File: config.mk
export PLATFORM = sky130hd
export DESIGN_NAME = hdr_ddr_rx_deser_flat
export DESIGN_NICKNAME = d
export VERILOG_FILES = /design/src/rtl/hdr_ddr_rx_pkg.sv /design/src/rtl/hdr_ddr_rx_deser_if.sv /design/src/rtl/hdr_ddr_crc5.sv /design/src/rtl/hdr_ddr_rx_deser.sv /design/src/flat_wrapper.sv
export SDC_FILE = /design/constraint.sdc
export NUM_CORES = 1
export LEC_CHECK = 0
export BUFFER_PORTS_ARGS = -buffer_cell sky130_fd_sc_hd__clkbuf_2
export CAP_MARGIN = 15
export CORE_ASPECT_RATIO = 0.9
export CORE_UTILIZATION = 42
export DETAILED_ROUTE_END_ITERATION = 7
export GPL_TIMING_DRIVEN = 1
export RECOVER_POWER = 100
export SLEW_MARGIN = 5
export SYNTH_ARGS = -nofsm -noshare
export SYNTH_HDL_FRONTEND = slang
export SYNTH_SLANG_ARGS = --single-unit
File: constraint.sdc
create_clock -name i_sys_clk -period 10.85 [get_ports i_sys_clk]
set_clock_uncertainty 0.15 [all_clocks]
set_input_delay 2.7125 -clock i_sys_clk [delete_from_list [all_inputs] [get_ports i_sys_clk]]
set_output_delay 2.7125 -clock i_sys_clk [all_outputs]
set_load 0.005 [all_outputs]
File: src/rtl/hdr_ddr_rx_pkg.sv
// Shared definitions for the I3C HDR-DDR receive path: rx mode codes, error codes,
// CRC5 constants and the deserialiser FSM state type.
package hdr_ddr_rx_pkg;

  localparam logic [3:0] ModePreamble = 4'b0000;
  localparam logic [3:0] ModeData     = 4'b0011;
  localparam logic [3:0] ModeToken    = 4'b0101;
  localparam logic [3:0] ModeParity   = 4'b0110;
  localparam logic [3:0] ModeCrc      = 4'b0111;

  localparam logic [1:0] ErrNone   = 2'b00;
  localparam logic [1:0] ErrParity = 2'b01;
  localparam logic [1:0] ErrToken  = 2'b10;
  localparam logic [1:0] ErrCrc    = 2'b11;

  localparam int unsigned         CrcW    = 5;
  localparam logic [CrcW-1:0]     CrcPoly = 5'b00101;  // x^5 + x^2 + 1, x^5 implicit
  localparam logic [CrcW-1:0]     CrcSeed = 5'h1F;

  typedef enum logic [0:0] {StIdle, StRun} rx_state_e;

  // One serial CRC step, message bit enters at the top.
  function automatic logic [CrcW-1:0] crc5_step(input logic [CrcW-1:0] crc, input logic b);
    logic fb;
    fb = crc[CrcW-1] ^ b;
    return {crc[CrcW-2:0], 1'b0} ^ (fb ? CrcPoly : '0);
  endfunction

endpackage

File: src/rtl/hdr_ddr_rx_deser_if.sv
// Bus between the DDR CCC controller / SCL gen / SDA handler and the HDR-DDR receiver.
// The receiver uses the slave modport; the driving side uses master.
interface hdr_ddr_rx_deser_if #(
  parameter int unsigned DATA_W   = 16,
  parameter int unsigned PRE_BITS = 2
);

  logic              i_sclgen_scl_pos_edge;
  logic              i_sclgen_scl_neg_edge;
  logic              i_ddrccc_rx_en;
  logic [3:0]        i_ddrccc_rx_mode;
  logic              i_sdahnd_rx_sda;
  logic [DATA_W-1:0] o_regfcrc_rx_data_out;
  logic              o_regfcrc_rx_data_valid;
  logic [PRE_BITS-1:0] o_ddrccc_pre;
  logic              o_ddrccc_rx_mode_done;
  logic              o_ddrccc_error;
  logic [1:0]        o_ddrccc_error_type;

  modport master (
    output i_sclgen_scl_pos_edge, i_sclgen_scl_neg_edge, i_ddrccc_rx_en, i_ddrccc_rx_mode,
    output i_sdahnd_rx_sda,
    input  o_regfcrc_rx_data_out, o_regfcrc_rx_data_valid, o_ddrccc_pre,
    input  o_ddrccc_rx_mode_done, o_ddrccc_error, o_ddrccc_error_type
  );

  modport slave (
    input  i_sclgen_scl_pos_edge, i_sclgen_scl_neg_edge, i_ddrccc_rx_en, i_ddrccc_rx_mode,
    input  i_sdahnd_rx_sda,
    output o_regfcrc_rx_data_out, o_regfcrc_rx_data_valid, o_ddrccc_pre,
    output o_ddrccc_rx_mode_done, o_ddrccc_error, o_ddrccc_error_type
  );

endinterface

File: src/rtl/hdr_ddr_crc5.sv
// Serial CRC5 (x^5+x^2+1, seed all-ones) over the received DATA bits.
module hdr_ddr_crc5
  import hdr_ddr_rx_pkg::*;
(
  input  logic            clk,
  input  logic            rst_n,
  input  logic            clear,
  input  logic            bit_en,
  input  logic            bit_in,
  output logic [CrcW-1:0] crc_out
);

  logic [CrcW-1:0] crc_q;

  always_ff @(posedge clk) begin
    if (!rst_n) begin
      crc_q <= CrcSeed;
    end else if (clear) begin
      crc_q <= CrcSeed;
    end else if (bit_en) begin
      crc_q <= crc5_step(crc_q, bit_in);
    end
  end

  assign crc_out = crc_q;

endmodule

File: src/rtl/hdr_ddr_rx_deser.sv
// I3C HDR-DDR receive deserialiser: samples SDA on both SCL edges and executes one rx mode
// (preamble, data word, token, parity, CRC) per request from the DDR CCC controller.
module hdr_ddr_rx_deser
  import hdr_ddr_rx_pkg::*;
#(
  parameter int unsigned DATA_W   = 16,
  parameter int unsigned PRE_BITS = 2,
  parameter int unsigned CRC_W    = CrcW,
  parameter logic [3:0]  TOKEN    = 4'hC
) (
  input logic               i_sys_clk,
  input logic               i_sys_rst,
  hdr_ddr_rx_deser_if.slave rx
);

  localparam int unsigned CntW = $clog2(DATA_W + 1);

  function automatic logic [CntW-1:0] mode_bits(input logic [3:0] mode);
    case (mode)
      ModePreamble: return CntW'(PRE_BITS);
      ModeData:     return CntW'(DATA_W);
      ModeToken:    return CntW'(4);
      ModeParity:   return CntW'(2);
      ModeCrc:      return CntW'(CRC_W);
      default:      return '0;
    endcase
  endfunction

  function automatic logic [1:0] word_parity(input logic [DATA_W-1:0] w);
    logic odd;
    logic even;
    odd  = 1'b0;
    even = 1'b1;
    for (int i = 0; i < DATA_W; i += 2) begin
      even ^= w[i];
      odd  ^= w[i+1];
    end
    return {odd, even};
  endfunction

  rx_state_e           state_q;
  logic [3:0]          mode_q, mode_eff;
  logic [CntW-1:0]     cnt_q, bits_eff;
  logic [DATA_W-1:0]   shreg_q, shift_nx, data_q;
  logic [PRE_BITS-1:0] pre_q;
  logic [1:0]          par_q, err_type_q;
  logic                done_q, valid_q, err_q;
  logic                sample, take, last, crc_clear, crc_bit_en;
  logic [CrcW-1:0]     crc_val;

  always_comb begin
    sample   = rx.i_sclgen_scl_pos_edge | rx.i_sclgen_scl_neg_edge;
    // The next mode is taken from the controller in the done cycle, so a sample there
    // already belongs to it.
    mode_eff = done_q ? rx.i_ddrccc_rx_mode : mode_q;
    bits_eff = mode_bits(mode_eff);
    shift_nx = {shreg_q[DATA_W-2:0], rx.i_sdahnd_rx_sda};
    take     = (state_q == StRun) && rx.i_ddrccc_rx_en && sample && (bits_eff != '0);
    last     = take && (cnt_q == bits_eff - CntW'(1));
    crc_clear  = ((state_q == StRun) && !rx.i_ddrccc_rx_en) || (last && (mode_eff == ModeCrc));
    crc_bit_en = take && (mode_eff == ModeData);
  end

  hdr_ddr_crc5 u_crc5 (
    .clk     (i_sys_clk),
    .rst_n   (i_sys_rst),
    .clear   (crc_clear),
    .bit_en  (crc_bit_en),
    .bit_in  (rx.i_sdahnd_rx_sda),
    .crc_out (crc_val)
  );

  always_ff @(posedge i_sys_clk) begin
    if (!i_sys_rst) begin
      state_q    <= StIdle;
      mode_q     <= ModePreamble;
      cnt_q      <= '0;
      shreg_q    <= '0;
      data_q     <= '0;
      pre_q      <= '0;
      par_q      <= '0;
      err_type_q <= ErrNone;
      done_q     <= 1'b0;
      valid_q    <= 1'b0;
      err_q      <= 1'b0;
    end else begin
      done_q  <= 1'b0;
      valid_q <= 1'b0;
      err_q   <= 1'b0;
      unique case (state_q)
        StIdle: begin
          if (rx.i_ddrccc_rx_en) begin
            state_q <= StRun;
            mode_q  <= rx.i_ddrccc_rx_mode;
            cnt_q   <= '0;
          end
        end
        StRun: begin
          if (!rx.i_ddrccc_rx_en) begin
            state_q <= StIdle;
            cnt_q   <= '0;
          end else begin
            mode_q <= mode_eff;
            if (take) begin
              shreg_q <= shift_nx;
              if (last) begin
                cnt_q  <= '0;
                done_q <= 1'b1;
                case (mode_eff)
                  ModePreamble: pre_q <= shift_nx[PRE_BITS-1:0];
                  ModeData: begin
                    data_q  <= shift_nx;
                    valid_q <= 1'b1;
                    par_q   <= word_parity(shift_nx);
                  end
                  ModeToken: begin
                    err_q      <= (shift_nx[3:0] != TOKEN);
                    err_type_q <= (shift_nx[3:0] != TOKEN) ? ErrToken : ErrNone;
                  end
                  ModeParity: begin
                    err_q      <= (shift_nx[1:0] != par_q);
                    err_type_q <= (shift_nx[1:0] != par_q) ? ErrParity : ErrNone;
                  end
                  ModeCrc: begin
                    err_q      <= (shift_nx[CRC_W-1:0] != crc_val);
                    err_type_q <= (shift_nx[CRC_W-1:0] != crc_val) ? ErrCrc : ErrNone;
                  end
                  default: ;
                endcase
              end else begin
                cnt_q <= cnt_q + CntW'(1);
              end
            end
          end
        end
        default: state_q <= StIdle;
      endcase
    end
  end

  assign rx.o_regfcrc_rx_data_out   = data_q;
  assign rx.o_regfcrc_rx_data_valid = valid_q;
  assign rx.o_ddrccc_pre            = pre_q;
  assign rx.o_ddrccc_rx_mode_done   = done_q;
  assign rx.o_ddrccc_error          = err_q;
  assign rx.o_ddrccc_error_type     = err_type_q;

endmodule

File: src/flat_wrapper.sv
// flat-port wrapper written by rule: the top's interface ports become plain ports
module hdr_ddr_rx_deser_flat import hdr_ddr_rx_pkg::*;
#(
  parameter int unsigned DATA_W   = 16,
  parameter int unsigned PRE_BITS = 2,
  parameter int unsigned CRC_W    = CrcW,
  parameter logic [3:0]  TOKEN    = 4'hC
)
  (i_sys_clk, i_sys_rst, rx_i_sclgen_scl_pos_edge, rx_i_sclgen_scl_neg_edge, rx_i_ddrccc_rx_en, rx_i_ddrccc_rx_mode, rx_i_sdahnd_rx_sda, rx_o_regfcrc_rx_data_out, rx_o_regfcrc_rx_data_valid, rx_o_ddrccc_pre, rx_o_ddrccc_rx_mode_done, rx_o_ddrccc_error, rx_o_ddrccc_error_type);
  hdr_ddr_rx_deser_if #(.DATA_W(DATA_W), .PRE_BITS(PRE_BITS)) rx_i ();
  input logic i_sys_clk;
  input logic i_sys_rst;
  input wire logic [$bits(rx_i.i_sclgen_scl_pos_edge)-1:0] rx_i_sclgen_scl_pos_edge;
  input wire logic [$bits(rx_i.i_sclgen_scl_neg_edge)-1:0] rx_i_sclgen_scl_neg_edge;
  input wire logic [$bits(rx_i.i_ddrccc_rx_en)-1:0] rx_i_ddrccc_rx_en;
  input wire logic [$bits(rx_i.i_ddrccc_rx_mode)-1:0] rx_i_ddrccc_rx_mode;
  input wire logic [$bits(rx_i.i_sdahnd_rx_sda)-1:0] rx_i_sdahnd_rx_sda;
  output wire logic [$bits(rx_i.o_regfcrc_rx_data_out)-1:0] rx_o_regfcrc_rx_data_out;
  output wire logic [$bits(rx_i.o_regfcrc_rx_data_valid)-1:0] rx_o_regfcrc_rx_data_valid;
  output wire logic [$bits(rx_i.o_ddrccc_pre)-1:0] rx_o_ddrccc_pre;
  output wire logic [$bits(rx_i.o_ddrccc_rx_mode_done)-1:0] rx_o_ddrccc_rx_mode_done;
  output wire logic [$bits(rx_i.o_ddrccc_error)-1:0] rx_o_ddrccc_error;
  output wire logic [$bits(rx_i.o_ddrccc_error_type)-1:0] rx_o_ddrccc_error_type;
  assign rx_i.i_sclgen_scl_pos_edge = rx_i_sclgen_scl_pos_edge;
  assign rx_i.i_sclgen_scl_neg_edge = rx_i_sclgen_scl_neg_edge;
  assign rx_i.i_ddrccc_rx_en = rx_i_ddrccc_rx_en;
  assign rx_i.i_ddrccc_rx_mode = rx_i_ddrccc_rx_mode;
  assign rx_i.i_sdahnd_rx_sda = rx_i_sdahnd_rx_sda;
  assign rx_o_regfcrc_rx_data_out = rx_i.o_regfcrc_rx_data_out;
  assign rx_o_regfcrc_rx_data_valid = rx_i.o_regfcrc_rx_data_valid;
  assign rx_o_ddrccc_pre = rx_i.o_ddrccc_pre;
  assign rx_o_ddrccc_rx_mode_done = rx_i.o_ddrccc_rx_mode_done;
  assign rx_o_ddrccc_error = rx_i.o_ddrccc_error;
  assign rx_o_ddrccc_error_type = rx_i.o_ddrccc_error_type;
  hdr_ddr_rx_deser #(.DATA_W(DATA_W), .PRE_BITS(PRE_BITS), .CRC_W(CRC_W), .TOKEN(TOKEN)) u_core (.i_sys_clk(i_sys_clk), .i_sys_rst(i_sys_rst), .rx(rx_i));
endmodule
==> results of run 1 <==
## per-stage QoR
| stage | std cells | area, um2 | util, % | hold WS [ns] |
|---|---|---|---|---|
| 2_1_floorplan | 336 | 2920 | - | 0.300 |
| 3_3_place_gp | 442 | 3100 | 46.6 | 0.293 |
| 3_5_place_dp | 442 | 3100 | 46.6 | 0.299 |
| 4_1_cts | 450 | 3200 | 48.0 | 0.316 |
| 5_1_grt | 450 | 3140 | 47.2 | 0.327 |
| 6_report | 450 | 3140 | 47.2 | 0.314 |
## critical path, stage by stage
cell	delay (ns)
clkbuf_1	0.23
and4b_1	0.26
o21ai_0	0.51
ha_1	0.36
a31o_2	0.18
ha_1	0.24
xor2_1	0.13
nand2_1	0.08
or3_1	0.45
nor3_1	0.19
clkbuf_1	0.91
mux2i_1	0.28
## logic make-up (layout without fill, tap and decap cells)
logic type,count (synthesis),count (layout)
and+or+nand+nor,136,136
buffers and inverters,25,49
adders and majority gates,4,4
xor gates and xnor gates,30,30
AOI/OAI and AO/OA,54,54
muxes,32,32
DFF,55,55
## final cells by class
| class | count | area (um2) |
|---|---|---|
| clock inverter | 3 | 23.8 |
| clock buffer | 5 | 68.8 |
| inverter | 7 | 26.3 |
| tap | 90 | 113 |
| multi-input combinational | 256 | 1660 |
| fill | 706 | 3510 |
| timing repair buffer | 34 | 148 |
| sequential | 55 | 1100 |
## worst paths after layout
path	from	to	slack, ns	cells after the start
worst min register to register	u_core.rx.o_regfcrc_rx_data_out[14]$_SDFFE_PN0P_	u_core.rx.o_regfcrc_rx_data_out[14]$_SDFFE_PN0P_	0.31	2
worst max-delay path	rx_i_ddrccc_rx_mode[3]	u_core.rx.o_regfcrc_rx_data_out[5]$_SDFFE_PN0P_	4.42	12
worst min-delay path	u_core.rx.o_regfcrc_rx_data_out[14]$_SDFFE_PN0P_	u_core.rx.o_regfcrc_rx_data_out[14]$_SDFFE_PN0P_	0.31	2
worst max register to register	u_core.rx.o_ddrccc_rx_mode_done$_SDFF_PN0_	u_core.rx.o_regfcrc_rx_data_out[5]$_SDFFE_PN0P_	6.42	11
## power groups by stage
stage / combinational (uW) / sequential (uW) / clock (uW)
after floorplan: 28.1 / 209 / 0
after global placement: 37.2 / 210 / 0
after detailed placement: 37.5 / 210 / 0
after CTS: 37.6 / 205 / 122
after global routing: 41.1 / 205 / 131
final: 37.2 / 205 / 119
## sequential cells by signal, indices dropped and copies added, names as in the netlist
register and cells:
u_core.rx.o_regfcrc_rx_data_out 16, u_core.shreg_q 15, u_core.cnt_q 5, u_core.u_crc5.crc_out 5, u_core.mode_q 4, u_core.par_q 2
u_core.rx.o_ddrccc_error_type 2, u_core.rx.o_ddrccc_pre 2, u_core.rx.o_ddrccc_error 1, u_core.rx.o_ddrccc_rx_mode_done 1, u_core.rx.o_regfcrc_rx_data_valid 1, u_core.state_q 1
## Yosys cell counts (all sizes together) (3+ instances only)
| cell type | instances |
|---|---|
| nor3 | 8 |
| mux2i | 30 |
| o21ai | 10 |
| or3 | 3 |
| o211ai | 4 |
| xor2 | 9 |
| nand3 | 10 |
| a21boi | 8 |
| buf | 4 |
| a21oi | 12 |
| clkbuf | 14 |
| a211oi | 3 |
| nor3b | 4 |
| nand2 | 81 |
| xnor2 | 21 |
| o21a | 3 |
| ha | 4 |
| and2 | 6 |
| nor2 | 10 |
| dfxtp | 55 |
| inv | 7 |
## layer usage
metal / global-route usage, % / vias to the layer above / share of wire [%]
li1: - / 1194 / -
met4: 7.05 / 0 / 1.5
met5: 0 / - / 0
met2: 27.2 / 37 / 43
met3: 3.65 / 10 / 3.4
met1: 25.5 / 1079 / 53
==> results_dict.tcl, run 1 <==
set metrics [dict create \
    area_growth_syn_to_layout_pct 7.85 \
    ctsResizeCount 0 \
    grt.overflow.total 0 \
    setup.worst_path.class "in2reg" \
    die_w_um 89.8 \
    grt_usage_pct 18.1 \
    synth_area_leaders "dfxtp_1 38%, nand2_1 10%, mux2i_1 10%" \
    switching_power_uw 97.8 \
    place_ws_ns 4.87 \
    outcome "finished, violations left" \
    maxSlewViolCount 62 \
    synth_top_family_by_area "simple AND/OR/NAND/NOR gates" \
    rsz0062_at_grt "false" \
    crit_fanout 17 \
    grt_start_max_net_pins 62 \
    synth_compound_area_share_pct 13.3 \
    cts_buffers 5 \
    ant_nets 0 \
    num_rows 28 \
    die-area_mm2 0.00728 \
    synth_top_flop_cell "dfxtp_1" \
    routed_wl_um 6290 \
    drt_pass1_iterations 4 \
    max-cap-violations 1 \
    fin_ws_ns 4.42 \
    max_freq_mhz 155 \
    ys_types 55 \
    synth_fa_ha_area_share_pct 1.72 \
    p_comb_share_pct 10.3 \
    seq_power_share_pct 56.8 \
    cts.sinks 55 \
    synth.net_count 350 \
    fin_crit_ns 6.43 \
    violations "capacitance limit, slew limit" \
    end_kind "flip-flop" \
    cts_root_buffer "clkbuf_8" \
    first_global_vias 2166 \
    place_congestion 0.912 \
    postSynth.asyncResetShare_pct 0 \
    worst_slew_pin_slew_ns 2.43 \
    synth-edff-count 0 \
    hold_path_class "reg2reg" \
    layout-drive-gt1-share_pct 9.72 \
    synth_top_area_share_pct 37.8 \
    cts_max_level 2 \
    worstPathRequired_ns 10.95 \
    routed_via_density 5.16 \
    yosysWarnings 0 \
    layout.nets 373 \
    clk_latency_ns 0.32 \
    ys_seq_area_share_pct 37.8 \
    p_leak_uw 0.00115 \
    grt_antenna_before_repair 0 \
    drc_errors 0 \
    wl_per_cell_um 14.0 \
    cts_buffer_depth 2 \
    synth_top_cell_by_area "dfxtp_1" \
    cts_hold_buf 0 \
    die_h_um 81.0 \
    avgSynthCellArea_um2 8.68 \
    finalSetupTns_ns 0 \
    final-hold-violation-count 0 \
    power_density_mw_per_mm2 115 \
    peakVddDrop_v 0.0000597 \
    fin_crit_sh_pct 59.3 \
    synthMuxAreaShare_pct 11.2 \
    dp_hpwl_um 4430 \
    slew_headroom_pct -61.9 \
    grt_pass1_wl_um 10500 \
    io-pin-count 33 \
    yosys.area_share.xor_xnor_pct 9.01 \
    finalSetupViolations 0 \
    synth-simple-area-share_pct 22.6 \
    arrival_ns 6.53 \
    core_mm2 0.00666 \
    initial_core_util_pct 43.8 \
    drt_iter0_drc 95 \
    internal-power_uw 263 \
    synth_cells 336 \
    n_antenna_cell 0 \
    synth_area_mm2 0.00292 \
    pwr-share-clk_pct 32.8 \
    cts_setup_buffers 0 \
    swShare_pct 27.1 \
    ys_seq_elements 55 \
    p_total_uw 361 \
    cts.clk_slew.worst_paths_ns 0.11 \
    cts_tree "done" \
    io_buffers 32 \
    cp-start-kind "input pin" \
    vias 2320 \
    final_cell_mix "81 x nand2_1, 55 x dfxtp_1, 30 x mux2i_1, 21 x xnor2_1, 18 x clkbuf_1" \
    final_common_cell "nand2_1" \
]
Power figures use the tool's default switching activity.
==> inputs of run 2 (changes only) <==
Clock period 10.85 ns to 5.85 ns, I/O delays scaled along.
==> run 2 against run 1 <==
Compared with the run above: the run still ends with capacitance limit, slew limit left; first-iteration DRC count increased by 78%; setup slack got worse by 3.2 ns; via count barely moved; combinational power rose by 84%; cell area hardly changed; highest routed layer unchanged; power grew 86%; sequential share of layout area hardly changed; global-route usage is essentially flat; clock power is 86% higher; largest cell class unchanged; cell count is the same; register-to-register slack got worse by 4.5 ns; sequential cell count stayed put.
==> results_dict.tcl, run 2 (synthesis results as in run 1) <==
set metrics [dict create \
    outcome "finished, violations left" \
    max-cap-violations 1 \
    cts_hold_buf 0 \
    regToRegSetupSlack_ns 1.94 \
    maxSlewViolCount 55 \
    ctsResizeCount 0 \
    max_stage_delay_ns 0.69 \
    routed-wl-met2_um 2740 \
    drc_errors 0 \
    slowest_stage "nor3_1" \
    setup.worst_path.class "in2reg" \
    routed_via_density 5.15 \
    cts_root_buffer "clkbuf_8" \
    met1_length_um 3330 \
    io_buffers 32 \
    wl_per_cell_um 13.9 \
    final-hold-violation-count 0 \
    arrival_ns 4.72 \
    slew_headroom_pct -41.1 \
    layout-drive-gt1-share_pct 9.44 \
    place_congestion 0.897 \
    place_inst 442 \
    fin_crit_ns 4.67 \
    num_rows 28 \
    finalSetupViolations 0 \
    rsz0062_at_grt "false" \
    path_delay_family "simple AND/OR/NAND/NOR gates" \
    largest_register_ffs 16 \
    end_kind "flip-flop" \
    hold_path_class "reg2reg" \
    cp-start-kind "input pin" \
    n_antenna_cell 0 \
    die_w_um 89.8 \
    ant_nets 0 \
    drt_iter0_drc 169 \
    dp_hpwl_um 4470 \
    clk_latency_ns 0.31 \
    vias 2319 \
    die_h_um 81.0 \
    cts_buffer_depth 2 \
    max_freq_mhz 214 \
    met3_length_um 134 \
    area_growth_syn_to_layout_pct 7.90 \
    worstPathRequired_ns 5.90 \
    fin_crit_sh_pct 79.8 \
    path_cells "clkbuf_1 -> and3b_1 -> o21ai_0 -> o21ai_0 -> nand2_1 -> ha_1 -> a31o_2 -> ha_1 -> xor2_1 -> nand2_1 -> nor3_1 -> nand4_1 -> mux2i_1" \
    cts.clk_slew.worst_paths_ns 0.11 \
    grt_usage_pct 18.0 \
    peakVddDrop_v 0.000108 \
    first_global_vias 2104 \
    fillers 694 \
    final_common_cell "nand2_1" \
    routed_wl_um 6250 \
    power_density_mw_per_mm2 213 \
    layout.nets 373 \
    cts_buffers 5 \
    cts_max_level 2 \
    grt_pass1_wl_um 10600 \
    final_cell_mix "81 x nand2_1, 55 x dfxtp_1, 30 x mux2i_1, 21 x xnor2_1, 19 x clkbuf_1" \
    highest_layer "met4" \
    grt_start_max_net_pins 55 \
    grt.overflow.total 0 \
    worst_slew_pin_slew_ns 2.12 \
    cts.sinks 55 \
    instances_no_fill 450 \
    finalSetupTns_ns 0 \
    die-area_mm2 0.00728 \
    cts_tree "done" \
    critPathBufInv 1 \
    crit_fanout 8 \
    drt_pass1_iterations 4 \
    p_leak_uw 0.00115 \
    core_mm2 0.00666 \
    io-pin-count 33 \
    cts_setup_buffers 0 \
    grt_antenna_before_repair 0 \
    violations "capacitance limit, slew limit" \
    initial_core_util_pct 43.8 \
]
==> run 2: routing by layer <==
metal	up-vias	GRT usage [%]
li1	1197	-
met4	0	4.43
met5	-	0
met2	18	27.9
met3	5	3.09
met1	1099	26.0
==> run 2: path summary, 6_finish.rpt <==
kind              cells past startpoint                                         endpoint                                       startpoint
setup / recovery                     13           u_core.rx.o_ddrccc_pre[1]$_SDFFE_PN0P_                           rx_i_ddrccc_rx_mode[3]
hold / removal                        2  u_core.rx.o_regfcrc_rx_data_out[0]$_SDFFE_PN0P_  u_core.rx.o_regfcrc_rx_data_out[0]$_SDFFE_PN0P_
setup reg to reg                     10           u_core.rx.o_ddrccc_pre[1]$_SDFFE_PN0P_       u_core.rx.o_ddrccc_rx_mode_done$_SDFF_PN0_
hold reg to reg                       2  u_core.rx.o_regfcrc_rx_data_out[0]$_SDFFE_PN0P_  u_core.rx.o_regfcrc_rx_data_out[0]$_SDFFE_PN0P_
==> run 2: layout make-up <==
class,instances,area [um2],area share (%)
tap,90,113,3.58
clock inverter,3,23.8,0.756
timing repair buffer,34,149,4.73
clock buffer,5,68.8,2.19
inverter,7,26.3,0.835
sequential,55,1100,35.0
multi-input combinational,256,1660,52.9
==> run 2: stage by stage <==
stage	instance area [um2]	hold WS [ns]	setup WS (ns)	total power, uW	util [%]
after detailed placement	3100	0.299	1.12	458	46.6
final	3150	0.313	1.18	670	47.3
after floorplan	2920	0.300	1.65	440	-
after global routing	3150	0.329	0.911	698	47.3
after CTS	3200	0.318	1.44	675	48.0
after global placement	3100	0.293	1.24	458	46.6
==> run 2: power by group <==
group | leakage, uW | internal, uW | switching, uW
combinational | 0.000660 | 24.3 | 44.2
sequential | 0.000444 | 377 | 3.73
clock | 0.0000461 | 86.8 | 134
total | 0.00115 | 488 | 182
==> run 2: worst min-delay path: stages (launching register included) <==
cell and delay, ns:
dfxtp_1 0.32, nand2_1 0.05, mux2i_1 0.05
==> inputs of run 3 (changes only) <==
Settings changed: ABC_AREA set to 1.
Clock period 5.85 ns to 4.7 ns, I/O delays scaled along.
==> run 3 against run 2 <==
Compared with the run above: the flow still finishes with violations (capacitance limit, slew limit); critical path type unchanged; first-iteration DRC count shrank 32%; register-to-register slack got worse by 0.87 ns; area after synthesis is 1.8% lower; global-route usage up 0.73 points; setup slack got worse by 0.40 ns; largest power group unchanged; clock-buffer cell count did not move; core utilization fell by 0.18 points; largest cell class unchanged; sequential share of layout area grew 0.51 points; sequential cell count is the same; cell count rose by 14%; power is 30% higher; routed wire length down 3.6%.
==> results_dict.tcl, run 3 <==
set metrics [dict create \
    outcome "finished, violations left" \
    violations "capacitance limit, slew limit" \
    p_leak_uw 0.00127 \
    io_buffers 32 \
    grt_antenna_before_repair 0 \
    rsz0062_at_grt "false" \
    power_density_mw_per_mm2 282 \
    final_cell_mix "73 x nand2_1, 61 x nor2_1, 55 x dfxtp_1, 37 x inv_1, 34 x nand3_1" \
    cts_root_buffer "clkbuf_8" \
    dp_hpwl_um 4370 \
    ys_seq_area_share_pct 38.4 \
    place_congestion 0.892 \
    met3_length_um 212 \
    ant_nets 0 \
    synth_top_cell_by_area "dfxtp_1" \
    synth_fa_ha_area_share_pct 1.75 \
    largest_register_ffs 16 \
    cts_buffers 5 \
    setup.worst_path.class "in2reg" \
    worst_slew_pin_slew_ns 1.62 \
    place_ws_ns 0.643 \
    slew_headroom_pct -7.93 \
    core_mm2 0.00659 \
    yosys.area_share.xor_xnor_pct 7.95 \
    vias 2396 \
    cts_setup_buffers 0 \
    synth.net_count 409 \
    synth_compound_area_share_pct 10.3 \
    synth_top_area_share_pct 38.4 \
    first_global_vias 2167 \
    synth_top_family_by_area "simple AND/OR/NAND/NOR gates" \
    drc_errors 0 \
    cp-start-kind "input pin" \
    cts_buffer_depth 2 \
    ys_seq_elements 55 \
    synthMuxAreaShare_pct 0 \
    routed_wl_um 6030 \
    cts_tree "done" \
    postSynth.asyncResetShare_pct 0 \
    grt_start_max_net_pins 43 \
    arrival_ns 3.94 \
    hold_path_class "reg2reg" \
    synth_top_flop_cell "dfxtp_1" \
    instances_no_fill 511 \
    max-cap-violations 1 \
    wl_per_cell_um 11.8 \
    grt.overflow.total 0 \
    end_kind "flip-flop" \
    synth-simple-area-share_pct 32.9 \
    drt_iter0_drc 115 \
    finalSetupTns_ns 0 \
    area_growth_syn_to_layout_pct 8.26 \
    avgSynthCellArea_um2 7.25 \
    cts_max_level 2 \
    yosysWarnings 0 \
    synth_commonest_cells "71 x nand2_1, 59 x nor2_1, 55 x dfxtp_1, 37 x inv_1, 33 x nand3_1" \
    synth_area_leaders "dfxtp_1 38%, nand2_1 9.3%, nor2_1 7.7%" \
    cts.clk_slew.worst_paths_ns 0.12 \
    num_rows 28 \
    clk_latency_ns 0.32 \
    synth-edff-count 0 \
    ys_types 33 \
    final-hold-violation-count 0 \
    cts.sinks 55 \
    routed_via_density 4.69 \
    fin_crit_ns 3.92 \
    synth_most_common_cell "nand2_1" \
    fillers 723 \
    layout-drive-gt1-share_pct 10.7 \
    die-area_mm2 0.00715 \
    met1_length_um 3490 \
    maxSlewViolCount 43 \
    die_w_um 89.0 \
    n_antenna_cell 0 \
    peakVddDrop_v 0.000101 \
    layout.nets 434 \
    routed-wl-met2_um 2280 \
    highest_layer "met4" \
    place_inst 503 \
    crit_fanout 35 \
    ctsResizeCount 0 \
    fin_util_pct 47.1 \
    die_h_um 80.3 \
    finalSetupViolations 0 \
    final_common_cell "nand2_1" \
    grt_usage_pct 18.8 \
    worstPathRequired_ns 4.72 \
    cts_hold_buf 0 \
    grt_pass1_wl_um 10300 \
    fin_crit_sh_pct 83.3 \
    io-pin-count 33 \
    max_freq_mhz 255 \
    initial_core_util_pct 43.5 \
    fin_ws_ns 0.785 \
    synth_cells 395 \
    drt_pass1_iterations 4 \
    synth_area_mm2 0.00286 \
]
run 3: cell types whose count changed after synthesis, sizes merged, moves of 12 or more:
cell / before / now
mux2i: 30 / 0
o21ai: 10 / 22
nand3: 10 / 34
nor2: 10 / 68
inv: 7 / 40
a21oi: 12 / 28
run 3: power by group:
group | switching, uW | internal, uW
registers | 8.10 | 474
logic | 66.6 | 41.0
clock network | 174 | 110
run 3: path summary, 6_finish.rpt:
| check | start | cells after the start | endpoint | slack [ns] |
|---|---|---|---|---|
| setup / recovery | rx_i_ddrccc_rx_mode[0] | 16 | u_core.u_crc5.crc_out[4]$_SDFFE_PP1P_ | 0.78 |
| hold / removal | u_core.rx.o_regfcrc_rx_data_out[15]$_SDFFE_PN0P_ | 2 | u_core.rx.o_regfcrc_rx_data_out[15]$_SDFFE_PN0P_ | 0.34 |
| setup reg to reg | u_core.rx.o_ddrccc_rx_mode_done$_SDFF_PN0_ | 15 | u_core.u_crc5.crc_out[4]$_SDFFE_PP1P_ | 1.07 |
| hold reg to reg | u_core.rx.o_regfcrc_rx_data_out[15]$_SDFFE_PN0P_ | 2 | u_core.rx.o_regfcrc_rx_data_out[15]$_SDFFE_PN0P_ | 0.34 |
run 3: per-stage QoR:
stage | hold WS (ns) | instance area, um2 | total power, uW
floorplan | 0.306 | 2860 | 581
CTS | 0.343 | 3150 | 884
global placement | 0.313 | 3060 | 603
detailed placement | 0.315 | 3060 | 604
global route | 0.362 | 3100 | 919
finish | 0.340 | 3100 | 874
run 3: per-layer routing:
metal	vias to the layer above	track usage, %
met2	44	26.6
met5	-	0
met4	0	5.71
li1	1306	-
met3	4	4.01
met1	1042	28.0
run 3: final cells by class:
class                           count  area (um2)  share of cell area [%]
Multi-Input combinational cell    284        1490                    48.0
Clock inverter                      3        27.5                   0.888
Sequential cell                    55        1100                    35.5
Inverter                           41         161                    5.21
Tap cell                           90         113                    3.63
Clock buffer                        5        68.8                    2.22
Timing Repair Buffer               33         141                    4.56
run 3: critical path, stage by stage:
cell      delay [ns]
clkbuf_1        0.09
nand2_1         0.05
nand2_1         0.23
nor2_1          0.08
nand2_1         0.13
inv_1           0.09
nor2_1          0.15
ha_1            0.19
nand3_1         0.14
nand2_1         0.77
inv_2           0.16
nand3_1         0.16
nor2_2          0.04
buf_4           0.20
nand2_1         0.17
nand4_1         0.10
run 3: cell families (layout without fill, tap and decap cells):
family / count (synthesis) / in the layout
compound gates: 56 / 56
xor+xnor: 26 / 26
simple gates: 198 / 198
flops: 55 / 55
buf+inv: 56 / 82
fa+ha+maj: 4 / 4
